<file path="src/rtl/axi4_ram_master.sv">
// Single-outstanding AXI4 initiator that turns core load/store requests into AR/R or AW/W/B sequences.
// Optional watchdog: define AXI_MASTER_TIMEOUT_EN to abort stalled transactions with io_resp_err=1.
module axi4_ram_master #(
  parameter int ADDR_W      = 32,
  parameter int DATA_W      = 64,
  parameter int RD_LATENCY  = 1,
  parameter int TIMEOUT_CYC = 256
) (
  input  logic                clock,
  input  logic                reset,
  input  logic                io_req_valid,
  output logic                io_req_ready,
  input  logic                io_req_wen,
  input  logic [ADDR_W-1:0]   io_req_addr,
  input  logic [DATA_W-1:0]   io_req_wdata,
  input  logic [DATA_W/8-1:0] io_req_wstrb,
  output logic                io_resp_valid,
  output logic [DATA_W-1:0]   io_resp_rdata,
  output logic                io_resp_err,
  output logic [ADDR_W-1:0]   io_awaddr,
  output logic                io_awvalid,
  input  logic                io_awready,
  output logic [DATA_W-1:0]   io_wdata,
  output logic [DATA_W/8-1:0] io_wstrb,
  output logic                io_wvalid,
  input  logic                io_wready,
  input  logic                io_bvalid,
  output logic [ADDR_W-1:0]   io_araddr,
  output logic                io_arvalid,
  input  logic                io_arready,
  input  logic [DATA_W-1:0]   io_rdata
);
  localparam int STRB_W = DATA_W / 8;

  typedef enum logic [2:0] {
    IDLE = 3'd0,
    RD_A = 3'd1,
    RD_W = 3'd2,
    WR   = 3'd3,
    WR_B = 3'd4,
    RESP = 3'd5
  } state_e;

  state_e              state_r, state_s;
  logic                req_ready_r, req_ready_s;
  logic                awvalid_r, awvalid_s, wvalid_r, wvalid_s, arvalid_r, arvalid_s;
  logic [ADDR_W-1:0]   awaddr_r, awaddr_s, araddr_r, araddr_s;
  logic [DATA_W-1:0]   wdata_r, wdata_s, resp_rdata_r, resp_rdata_s;
  logic [STRB_W-1:0]   wstrb_r, wstrb_s;
  logic                aw_done_r, aw_done_s, w_done_r, w_done_s;
  logic [3:0]          cnt_r, cnt_s;
  logic                resp_valid_r, resp_valid_s, resp_err_r, resp_err_s;
  logic                aw_fire_s, w_fire_s, timeout_s;

  assign aw_fire_s = awvalid_r & io_awready;
  assign w_fire_s  = wvalid_r & io_wready;

`ifdef AXI_MASTER_TIMEOUT_EN
  logic [15:0] tcnt_r, tcnt_s;

  assign timeout_s = (tcnt_r == 16'(TIMEOUT_CYC));

  // Watchdog count: restarts on every state change, runs only while waiting on the RAM
  always_comb begin
    tcnt_s = 16'd0;
    if (state_s != state_r) begin
      tcnt_s = 16'd0;
    end else if ((state_r == RD_A) || (state_r == WR) || (state_r == WR_B)) begin
      tcnt_s = tcnt_r + 16'd1;
    end else begin
      tcnt_s = 16'd0;
    end
  end

  // Watchdog register
  always_ff @(posedge clock) begin
    if (!reset) begin
      tcnt_r <= 16'd0;
    end else begin
      tcnt_r <= tcnt_s;
    end
  end
`else
  assign timeout_s = 1'b0;
`endif

  // Next-state and next-output logic; every output is registered from these values
  always_comb begin
    state_s      = state_r;
    req_ready_s  = req_ready_r;
    awvalid_s    = awvalid_r;
    wvalid_s     = wvalid_r;
    arvalid_s    = arvalid_r;
    awaddr_s     = awaddr_r;
    araddr_s     = araddr_r;
    wdata_s      = wdata_r;
    wstrb_s      = wstrb_r;
    aw_done_s    = aw_done_r;
    w_done_s     = w_done_r;
    cnt_s        = cnt_r;
    resp_rdata_s = resp_rdata_r;
    resp_valid_s = 1'b0;
    resp_err_s   = 1'b0;
    case (state_r)
      IDLE: begin
        if (io_req_valid && req_ready_r) begin
          req_ready_s = 1'b0;
          if (io_req_wen) begin
            state_s   = WR;
            awvalid_s = 1'b1;
            wvalid_s  = 1'b1;
            awaddr_s  = io_req_addr;
            wdata_s   = io_req_wdata;
            wstrb_s   = io_req_wstrb;
            aw_done_s = 1'b0;
            w_done_s  = 1'b0;
          end else begin
            state_s   = RD_A;
            arvalid_s = 1'b1;
            araddr_s  = io_req_addr;
          end
        end else begin
          req_ready_s = 1'b1;
        end
      end
      RD_A: begin
        if (io_arready) begin
          arvalid_s = 1'b0;
          cnt_s     = 4'(RD_LATENCY);
          state_s   = RD_W;
        end else if (timeout_s) begin
          arvalid_s    = 1'b0;
          resp_valid_s = 1'b1;
          resp_err_s   = 1'b1;
          state_s      = RESP;
        end else begin
          state_s = RD_A;
        end
      end
      RD_W: begin
        // RAM has no rvalid: data is taken purely by latency count
        if (cnt_r == 4'd1) begin
          resp_rdata_s = io_rdata;
          resp_valid_s = 1'b1;
          state_s      = RESP;
        end else begin
          cnt_s = cnt_r - 4'd1;
        end
      end
      WR: begin
        aw_done_s = aw_done_r | aw_fire_s;
        w_done_s  = w_done_r | w_fire_s;
        awvalid_s = awvalid_r & ~aw_fire_s;
        wvalid_s  = wvalid_r & ~w_fire_s;
        if (aw_done_s && w_done_s) begin
          state_s = WR_B;
        end else if (timeout_s) begin
          awvalid_s    = 1'b0;
          wvalid_s     = 1'b0;
          resp_valid_s = 1'b1;
          resp_err_s   = 1'b1;
          state_s      = RESP;
        end else begin
          state_s = WR;
        end
      end
      WR_B: begin
        if (io_bvalid) begin
          resp_valid_s = 1'b1;
          state_s      = RESP;
        end else if (timeout_s) begin
          resp_valid_s = 1'b1;
          resp_err_s   = 1'b1;
          state_s      = RESP;
        end else begin
          state_s = WR_B;
        end
      end
      RESP: begin
        state_s     = IDLE;
        req_ready_s = 1'b1;
      end
      default: begin
        state_s     = IDLE;
        req_ready_s = 1'b1;
        awvalid_s   = 1'b0;
        wvalid_s    = 1'b0;
        arvalid_s   = 1'b0;
      end
    endcase
  end

  // State and output registers
  always_ff @(posedge clock) begin
    if (!reset) begin
      state_r      <= IDLE;
      req_ready_r  <= 1'b1;
      awvalid_r    <= 1'b0;
      wvalid_r     <= 1'b0;
      arvalid_r    <= 1'b0;
      awaddr_r     <= {ADDR_W{1'b0}};
      araddr_r     <= {ADDR_W{1'b0}};
      wdata_r      <= {DATA_W{1'b0}};
      wstrb_r      <= {STRB_W{1'b0}};
      aw_done_r    <= 1'b0;
      w_done_r     <= 1'b0;
      cnt_r        <= 4'd0;
      resp_rdata_r <= {DATA_W{1'b0}};
      resp_valid_r <= 1'b0;
      resp_err_r   <= 1'b0;
    end else begin
      state_r      <= state_s;
      req_ready_r  <= req_ready_s;
      awvalid_r    <= awvalid_s;
      wvalid_r     <= wvalid_s;
      arvalid_r    <= arvalid_s;
      awaddr_r     <= awaddr_s;
      araddr_r     <= araddr_s;
      wdata_r      <= wdata_s;
      wstrb_r      <= wstrb_s;
      aw_done_r    <= aw_done_s;
      w_done_r     <= w_done_s;
      cnt_r        <= cnt_s;
      resp_rdata_r <= resp_rdata_s;
      resp_valid_r <= resp_valid_s;
      resp_err_r   <= resp_err_s;
    end
  end

  assign io_req_ready  = req_ready_r;
  assign io_resp_valid = resp_valid_r;
  assign io_resp_rdata = resp_rdata_r;
  assign io_resp_err   = resp_err_r;
  assign io_awaddr     = awaddr_r;
  assign io_awvalid    = awvalid_r;
  assign io_wdata      = wdata_r;
  assign io_wstrb      = wstrb_r;
  assign io_wvalid     = wvalid_r;
  assign io_araddr     = araddr_r;
  assign io_arvalid    = arvalid_r;

endmodule

</file>
<file path="config.mk">
export PLATFORM = sky130hd
export DESIGN_NAME = axi4_ram_master
export DESIGN_NICKNAME = d
export VERILOG_FILES = /design/src/rtl/axi4_ram_master.sv
export SDC_FILE = /design/constraint.sdc
export NUM_CORES = 1
export LEC_CHECK = 0
export CAP_MARGIN = 30
export CORE_AREA = 2 2 147 149
export CTS_BUF_LIST = sky130_fd_sc_hd__clkbuf_2 sky130_fd_sc_hd__clkbuf_4 sky130_fd_sc_hd__clkbuf_8
export CTS_CLUSTER_SIZE = 40
export DETAILED_ROUTE_END_ITERATION = 12
export DIE_AREA = 0 0 149 151
export PLACE_DENSITY_LB_ADDON = 0.1
export SLEW_MARGIN = 20
export SYNTH_ARGS = -nofsm -noshare
export SYNTH_HDL_FRONTEND = slang
export SYNTH_SLANG_ARGS = --single-unit
</file>
<file path="constraint.sdc">
create_clock -name clock -period 3.09 [get_ports clock]
set_input_delay 0.309 -clock clock [delete_from_list [all_inputs] [get_ports clock]]
set_output_delay 0.309 -clock clock [all_outputs]
set_load 0.05 [all_outputs]
</file>
Yosys cells after proc, flatten, opt, wreduce, memory -nomap -nowiden:

Index checks and enable logic that the tools add are counted.

* bits in registers: 214
* bits of input ports: 176

* bitwise gates (word level): 11
* eq/ne operators: 12
* add/subtract/negate cells: 1
* multiplexer cells: 27
* reduce and logical (&&, ||, !) cells: 16

Operators with widths (count)
* 3-bit case mux with 5 select lines: 1
* 3-bit AND reduction: 5
* 2-bit inequality test (second input constant): 6
* 4-bit OR reduction: 3
* 1-bit 2-to-1 mux: 11
* 3-bit 2-to-1 mux: 3
* 1-bit case mux with 3 select lines: 3
* 4-bit 2-to-1 mux: 2
* 1-bit case mux with 2 select lines: 4
* 4-bit case mux with 2 select lines: 1
* 3-bit by 2-bit equality test with 1-bit output (second input constant): 2
* 3-bit equality test (second input constant): 2
* 1-bit inverter: 5
* 1-bit bitwise AND: 4
* 4-bit by 1-bit equality test with 1-bit output (second input constant): 1
* 2-bit 2-to-1 mux: 2
* 2-bit AND reduction: 2
* 4-bit AND reduction: 1
* 2-bit nonzero test: 2
* 4-bit by 1-bit subtractor with 4-bit output (second input constant): 1
* 3-bit by 1-bit equality test with 1-bit output (second input constant): 1
* 3-bit logical NOT: 1
* 1-bit logical AND: 2
* 1-bit OR: 2

Logic depth before layout (Yosys ltp):

Gate-level depths: netlist of run 1.

* depth in word-level cells: 5
* mapped depth: 7

Worst setup path after synthesis of run 1:

Ideal clock, no wire load.

* path type: reg2reg
* start: register req_ready_r, in the netlist io_req_ready
* end: register wdata_r[53], in the netlist io_wdata[53]
* clock period less this slack: 1.690 ns
* required time: 3.018 ns
* path slack: 1.400 ns
* stages on the path, launching flop included: 7
* arrival: 1.618 ns
* cells stage by stage: dfxtp_1 > nand2_1 > nor3_2 > buf_4 > buf_8 > buf_8 > mux2i_1

* cells in the longest elaborated chain, start to end: 2

RTL lines
* from (decl): line 45 `logic req_ready_r, req_ready_s;`
* from (signal assigned): line 213 `req_ready_r <= req_ready_s;`
* 1-bit logical AND: line 106 `if (io_req_valid && req_ready_r) begin`
* 3-bit AND reduction (no source line)
* to (signal assigned): line 203 `wdata_r <= {DATA_W{1'b0}};`
* to (signal assigned): line 219 `wdata_r <= wdata_s;`
* to (decl): line 48 `logic [DATA_W-1:0] wdata_r, wdata_s, resp_rdata_r, resp_rdata_s;`

Every way passes these cells.
A chain may end at the register's enable or synchronous reset.

Worst setup path after layout of run 1:

* start: register state_r[2]
* end: register wdata_r[19], in the netlist io_wdata[19]

* cells in the longest elaborated chain, start to end: 2

RTL lines
* from (decl): line 44 `state_e state_r, state_s;`
* from (signal assigned): line 212 `state_r <= state_s;`
* 3-bit logical NOT: line 104 `case (state_r)`
* 3-bit AND reduction (no source line)

Every way passes these cells.

==> results of run 1 <==
layout by cell type, fill, tap and decap left out, drive strengths merged, types with 3 or more instances in the layout:
| cell | count |
|---|---|
| nand2 | 246 |
| clkinv | 3 |
| clkdlybuf4s50 | 379 |
| o21ai | 70 |
| nor2b | 3 |
| clkbuf | 61 |
| a21oi | 6 |
| nand3 | 69 |
| o211ai | 3 |
| inv | 6 |
| or3 | 5 |
| mux2i | 137 |
| a21boi | 67 |
| buf | 16 |
| or4 | 3 |
| dfxtp | 214 |
stage by stage:
step           utilization  cells
2_1_floorplan            -    936
3_3_place_gp         0.600   1524
3_5_place_dp         0.600   1524
4_1_cts              0.641   1590
5_1_grt              0.641   1590
6_report             0.641   1590
cell families after synthesis:
family                   after synthesis  share of synthesized area
adder cells (fa/ha/maj)                2                    0.00292
AO/OA/AOI/OAI                        156                      0.115
other                                  1                   0.000437
AND/OR/NAND/NOR                      337                      0.168
flip-flops                           214                      0.499
buffers and inverters                 89                     0.0543
multiplexers                         137                      0.160
registers in the layout, summed over array words and instances (netlist names):
| name | flops |
|---|---|
| aw_done_r | 1 |
| cnt_r | 4 |
| io_araddr | 32 |
| io_arvalid | 1 |
| io_awaddr | 32 |
| io_awvalid | 1 |
| io_req_ready | 1 |
| io_resp_rdata | 64 |
| io_resp_valid | 1 |
| io_wdata | 64 |
| io_wstrb | 8 |
| io_wvalid | 1 |
| state_r | 3 |
| w_done_r | 1 |
report_power, final:
group	total, mW	switching (mW)	internal [mW]
logic	3.33	2.15	1.18
registers	3.30	0.212	3.09
clock network	2.87	1.13	1.74
total	9.50	3.50	6.01
worst max path at each step:
stage | slack (ns) | startpoint | cells past startpoint | end
finish | 0.91 | state_r[2] | 4 | io_wdata[19]
global route | 0.77 | state_r[2] | 4 | io_wdata[22]
CTS | 0.90 | state_r[2] | 4 | io_awaddr[28]
floorplan | 1.40 | io_req_ready | 6 | io_wdata[53]
detailed placement | 0.82 | io_req_wen | 5 | io_awaddr[28]
global placement | 0.87 | io_req_wen | 5 | io_awaddr[29]
routing by layer:
layer  vias to the layer above  part of all wire  track usage  wire (um)
met5                         -                 0            0          0
met4                         0             0.035       0.0886        893
met3                        56             0.091       0.0822       2330
met2                       272              0.47        0.354      11900
met1                      3533              0.41        0.249      10300
li1                       3877                 -            -          -
layout make-up:
cell class                      count  area, sq um  share of cell area
Clock buffer                       60          769              0.0577
Clock inverter                      6         82.6             0.00619
Inverter                            6         22.5             0.00169
Multi-Input combinational cell    633         3850               0.288
Sequential cell                   214         4280               0.321
Tap cell                          275          344              0.0258
Timing Repair Buffer              396         3990               0.299
==> metrics.md, run 1 <==
| Metric | Value |
|---|---|
| Drt drc | `0` |
| Mapped Nets | `1,114` |
| Top cell family by delay on the critical path | `simple AND/OR/NAND/NOR gates` |
| Hold buffer count at cts | `0` |
| Largest area contributor in the netlist | `dfxtp_1` |
| All-layer global routing usage | `0.214` |
| Die extent in x | `149 um` |
| Clock transition at the register clock pins on the worst setup and hold paths after CTS | `0.06 ns` |
| F_max | `458 MHz` |
| Total global routing overflow | `0` |
| Wire length of the first global-routing pass | `38.5 mm` |
| Maximum number of pins on one net before global-route repair | `79` |
| Depth of the most critical reg-to-reg path | `4` |
| Number of antenna violations at the first check in global routing | `0` |
| Row Count | `53` |
| Async S/R FF share, synth | `0` |
| Final Routed Wirelength | `25.5 mm` |
| Data arrival time of the critical path | `2.62 ns` |
| Finished layout cell area | `0.0133 sq mm` |
| Final total negative setup slack | `0 ns` |
| Placed cell areas | `0.0125 sq mm` |
| Worst R2R End | `io_wdata[19]` |
| Syn-to-layout area delta | `55.5%` |
| Dominant cell by count in the synthesized netlist | `nand2_1` |
| Top post-synthesis cells by count | `246 x nand2_1, 214 x dfxtp_1, 137 x mux2i_1, 70 x o21ai_0, 69 x nand3_1` |
| # port buffers | `380` |
| Worst supply voltage drop on vdd | `404 uV` |
| Endpoint class of the critical path | `register` |
| Fraction of layout instances using a drive strength above 1 | `0.0692` |
| Worst reg2reg setup slack | `0.91 ns` |
| End point of the worst hold path | `io_arvalid` |
| Sequential fraction of the synthesis area | `0.499` |
| Total via count in the routed design | `7,738` |
| Nets | `1,467` |
| Core area | `0.0208 sq mm` |
| Yosys warning count | `0` |
| Static leakage | `4.75 nW` |
| Startpoint class of the critical path | `register` |
| Worst setup path class | `register to register` |
| Max incr delay on CP | `0.57 ns` |
| Seq cells post-synth | `214` |
| Final critical-path required period | `2.18 ns` |
| I/O pins | `382` |
| Via count of the first global-routing pass | `7,367` |
| CP max stage cell | `nor3_4` |
| Most used DFF post-synth | `dfxtp_1` |
| Worst setup margin | `0.909 ns` |
| Count of pins over their slew limit | `0` |
| TritonRoute pass-1 iters | `4` |
| Area fraction of the dominant cell type after synthesis | `0.499` |
| Ant diodes | `0` |
| Clk sinks | `214` |
| Crit path buffers/inverters | `1` |
| Wire per inst | `16.0 um` |
| Worst reg2reg startpoint | `state_r[2]` |
| First DRT Iteration DRCs | `254` |
| Number of max-capacitance violations reported | `0` |
| Number of buffers on the longest clock path | `3` |
| Power density over the cells | `712 mW/mm^2` |
| Hold Vio Cnt, Final | `0` |
| Area enclosed by the die boundary | `0.0225 sq mm` |
| Worst slew pin tran | `0.727 ns` |
| Hpwl dp | `17.4 mm` |
| Total CTS buffers | `38` |
| Die Y-Extent | `151 um` |
| Routability Congestion | `0.775` |
| Mean instance size in the synthesized netlist | `9.16 sq um` |
| Fill cell count | `1,822` |
| Path class of the lowest-slack min-delay path | `input port to register` |
| Period utilization | `0.706` |
| TritonCTS clock tree | `yes` |
| Peak fanout along the critical path | `39` |
| Depth of the CTS H-tree | `2` |
| WHS | `0.322 ns` |
| Post-DR vias/cell | `4.87` |
| Number of buffers inserted to repair setup after CTS | `0` |
| Antenna Nets Post-Route | `0` |
| Place WS | `0.820 ns` |
| Clock root buffer | `clkbuf_8` |
| Final count of negative-setup-slack endpoints | `0` |
| Clock Latency Late Sink | `0.51 ns` |
| Post-Route Skew | `0.0139 ns` |
| Effective utilization at floorplan | `0.412` |
| Number of standard cells after synthesis | `936` |
| Launch instance of the worst min-delay path | `reset` |
| Post-synthesis instance area | `0.00858 sq mm` |
| Number of library cell types mapped by synthesis | `41` |
| Leading post-synthesis cells by cell area | `dfxtp_1 50%, mux2i_1 16%, nand2_1 11%, a21boi_0 4.6%, o21ai_0 4.1%` |
| Hold Crit Depth | `2` |
| CP cell instances | `or3_4, nor3_4, buf_12, mux2i_1` |
| Number of flops mapped to enable cells by yosys | `0` |
| CP required | `3.53 ns` |
| Slew margin rel. | `0.515` |
| Run status | `finished, final reports clean` |
| RSZ-0062 raised after global routing | `false` |
| Total power | `9.50 mW` |
| Number of gates resized after cts | `0` |
Note: power is estimated with default switching activity, not from simulation.
==> run 2, diff against run 1 <==
CORE_AREA = unset   (was 2 2 147 149)
CORE_MARGIN = 2   (was unset)
CORE_UTILIZATION = 39   (was unset)
DIE_AREA = unset   (was 0 0 149 151)
clock period = 2 ns   (was 3.09 ns; I/O delays follow)
==> run 2 against run 1 <==
Compared with the run above:
- register-to-register slack got worse by 0.72 ns
- largest power group unchanged
- clock skew increased by 0.014 ns
- sequential share of layout area decreased by 0.33 points
- largest cell class unchanged
- flip-flop and latch count unchanged
==> metrics.md, run 2 (same netlist as run 1, synthesis figures left out) <==
| Metric | Value |
|---|---|
| Run status | `finished, final reports clean` |
| RSZ-0062 raised after global routing | `false` |
| Routability Congestion | `0.788 (+1.6%)` |
| Antenna Nets Post-Route | `0 (unchanged)` |
| Static leakage | `4.85 nW (+2.2%)` |
| Number of max-capacitance violations reported | `0 (unchanged)` |
| Area enclosed by the die boundary | `0.0232 sq mm (+3.1%)` |
| Row Count | `54 (+1.9%)` |
| Wire length of the first global-routing pass | `41.1 mm (+6.6%)` |
| Endpoint class of the critical path | `output port` |
| Fraction of layout instances using a drive strength above 1 | `0.0792 (+0.0100)` |
| Nets | `1,476 (+0.61%)` |
| Post-DR vias/cell | `4.84 (-0.47%)` |
| Final Routed Wirelength | `25.9 mm (+1.6%)` |
| Hold Vio Cnt, Final | `0 (unchanged)` |
| Power density over the cells | `1100 mW/mm^2 (+55%)` |
| Peak fanout along the critical path | `2 (-95%)` |
| Maximum number of pins on one net before global-route repair | `67 (-15%)` |
| Number of buffers on the longest clock path | `3 (unchanged)` |
| Number of antenna violations at the first check in global routing | `1 (+1)` |
| All-layer global routing usage | `0.215 (+0.00133)` |
| Total via count in the routed design | `7,779 (+0.53%)` |
| Syn-to-layout area delta | `57.1%` |
| CP max stage cell | `clkdlybuf4s50_1` |
| Hold buffer count at cts | `0 (unchanged)` |
| Fill cell count | `1,881 (+3.2%)` |
| Drt drc | `0 (unchanged)` |
| Effective utilization at floorplan | `0.396 (-0.0164)` |
| Hpwl dp | `17.8 mm (+2.5%)` |
| Via count of the first global-routing pass | `7,740 (+5.1%)` |
| Depth of the CTS H-tree | `2 (unchanged)` |
| Total CTS buffers | `39 (+2.6%)` |
| Worst slew pin tran | `0.591 ns (-0.137 ns)` |
| F_max | `519 MHz` |
| Clock transition at the register clock pins on the worst setup and hold paths after CTS | `0.06 ns (about the same)` |
| Wire per inst | `16.1 um (+0.61%)` |
| Count of pins over their slew limit | `0 (unchanged)` |
| Top cell family by delay on the critical path | `buffers and inverters` |
| Worst supply voltage drop on vdd | `590 uV (+46%)` |
| Final total negative setup slack | `0 ns (unchanged)` |
| Commonest non-fill, non-tap cells in the layout | `372 x clkdlybuf4s50_1, 246 x nand2_1, 214 x dfxtp_1, 137 x mux2i_1, 70 x o21ai_0` |
| WHS | `0.141 ns (-0.181 ns)` |
| Slew margin rel. | `0.605 (+0.0898)` |
| Worst setup path class | `register to output port` |
| CP required | `1.80 ns (-1.73 ns)` |
| TritonCTS clock tree | `yes` |
| Most common cell after layout, fill and taps aside | `clkdlybuf4s50_1` |
| Data arrival time of the critical path | `1.73 ns (-0.89 ns)` |
| # port buffers | `380 (unchanged)` |
| Die Y-Extent | `152 um (+0.87%)` |
| Startpoint class of the critical path | `register` |
| CP cell instances | `clkdlybuf4s50_1` |
| Max incr delay on CP | `0.87 ns (+0.30 ns)` |
| Die extent in x | `152 um (+2.2%)` |
| Number of buffers inserted to repair setup after CTS | `0 (unchanged)` |
| Clk sinks | `214 (unchanged)` |
| Final count of negative-setup-slack endpoints | `0 (unchanged)` |
| Clock root buffer | `clkbuf_8` |
| Clock Latency Late Sink | `0.52 ns (about the same)` |
| Total global routing overflow | `0 (unchanged)` |
| TritonRoute pass-1 iters | `4 (unchanged)` |
| Number of gates resized after cts | `0 (unchanged)` |
| Period utilization | `0.963` |
| Post-Route Skew | `0.0276 ns (+0.0138 ns)` |
| Core area | `0.0217 sq mm (+4.2%)` |
| Path class of the lowest-slack min-delay path | `input port to register` |
| Crit path buffers/inverters | `1 (unchanged)` |
| Final critical-path required period | `1.93 ns` |
| I/O pins | `382 (unchanged)` |
| First DRT Iteration DRCs | `316 (+24%)` |
==> run 2: changes by cell type in the layout (fill, tap and decap cells not counted) <==
cell | previous run | this run
clkinvlp_4 | 1 | 2
buf_12 | 5 | 11
clkinv_2 | 3 | 5
dlymetal6s2s_1 | 0 | 3
clkdlybuf4s50_1 | 379 | 372
clkbuf_4 | 9 | 10
buf_4 | 11 | 17
clkbuf_8 | 52 | 50
diode_2 | 0 | 1
==> run 2: report_power, final <==
group	internal [mW]	switching (mW)
Clock	2.65	1.81
Sequential	4.77	0.299
Combinational	1.95	3.40
Total	9.37	5.50
==> run 2: final timing paths <==
| kind | startpoint | end | slack (ns) | cells past startpoint |
|---|---|---|---|---|
| max | io_araddr[10] | io_araddr[10] | 0.07 | 1 |
| min | reset | io_arvalid | 0.14 | 2 |
| max reg2reg | state_r[1] | io_resp_rdata[19] | 0.19 | 4 |
| min reg2reg | io_araddr[6] | io_araddr[6] | 0.45 | 2 |
==> run 2: layer usage <==
| layer | global-route usage | up-vias | routed length [um] |
|---|---|---|---|
| li1 | - | 3893 | - |
| met1 | 0.246 | 3568 | 10500 |
| met2 | 0.362 | 273 | 12300 |
| met3 | 0.0828 | 45 | 2340 |
| met4 | 0.0877 | 0 | 772 |
| met5 | 0 | - | 0 |
==> run 2: through the flow <==
step | utilization | power (mW) | instance area, sq um | setup slack, ns | instances
floorplan | - | 8.65 | 8580 | 0.310 | 936
global placement | 0.582 | 10.5 | 12600 | 0.176 | 1537
detailed placement | 0.582 | 10.5 | 12600 | 0.151 | 1537
CTS | 0.621 | 15.0 | 13500 | 0.0139 | 1605
global route | 0.621 | 15.6 | 13500 | 0.00926 | 1606
finish | 0.621 | 14.9 | 13500 | 0.0735 | 1606
==> run 2: cell type report <==
cell class	instances	area, sq um	share of cell area
multi-input cells	633	3850	0.285
diodes	1	2.50	0.000186
clock inverters	9	100	0.00743
inverters	6	22.5	0.00167
clock buffers	59	749	0.0556
repair buffers	404	4120	0.306
well taps	280	350	0.0260
flip-flops and latches	214	4280	0.318
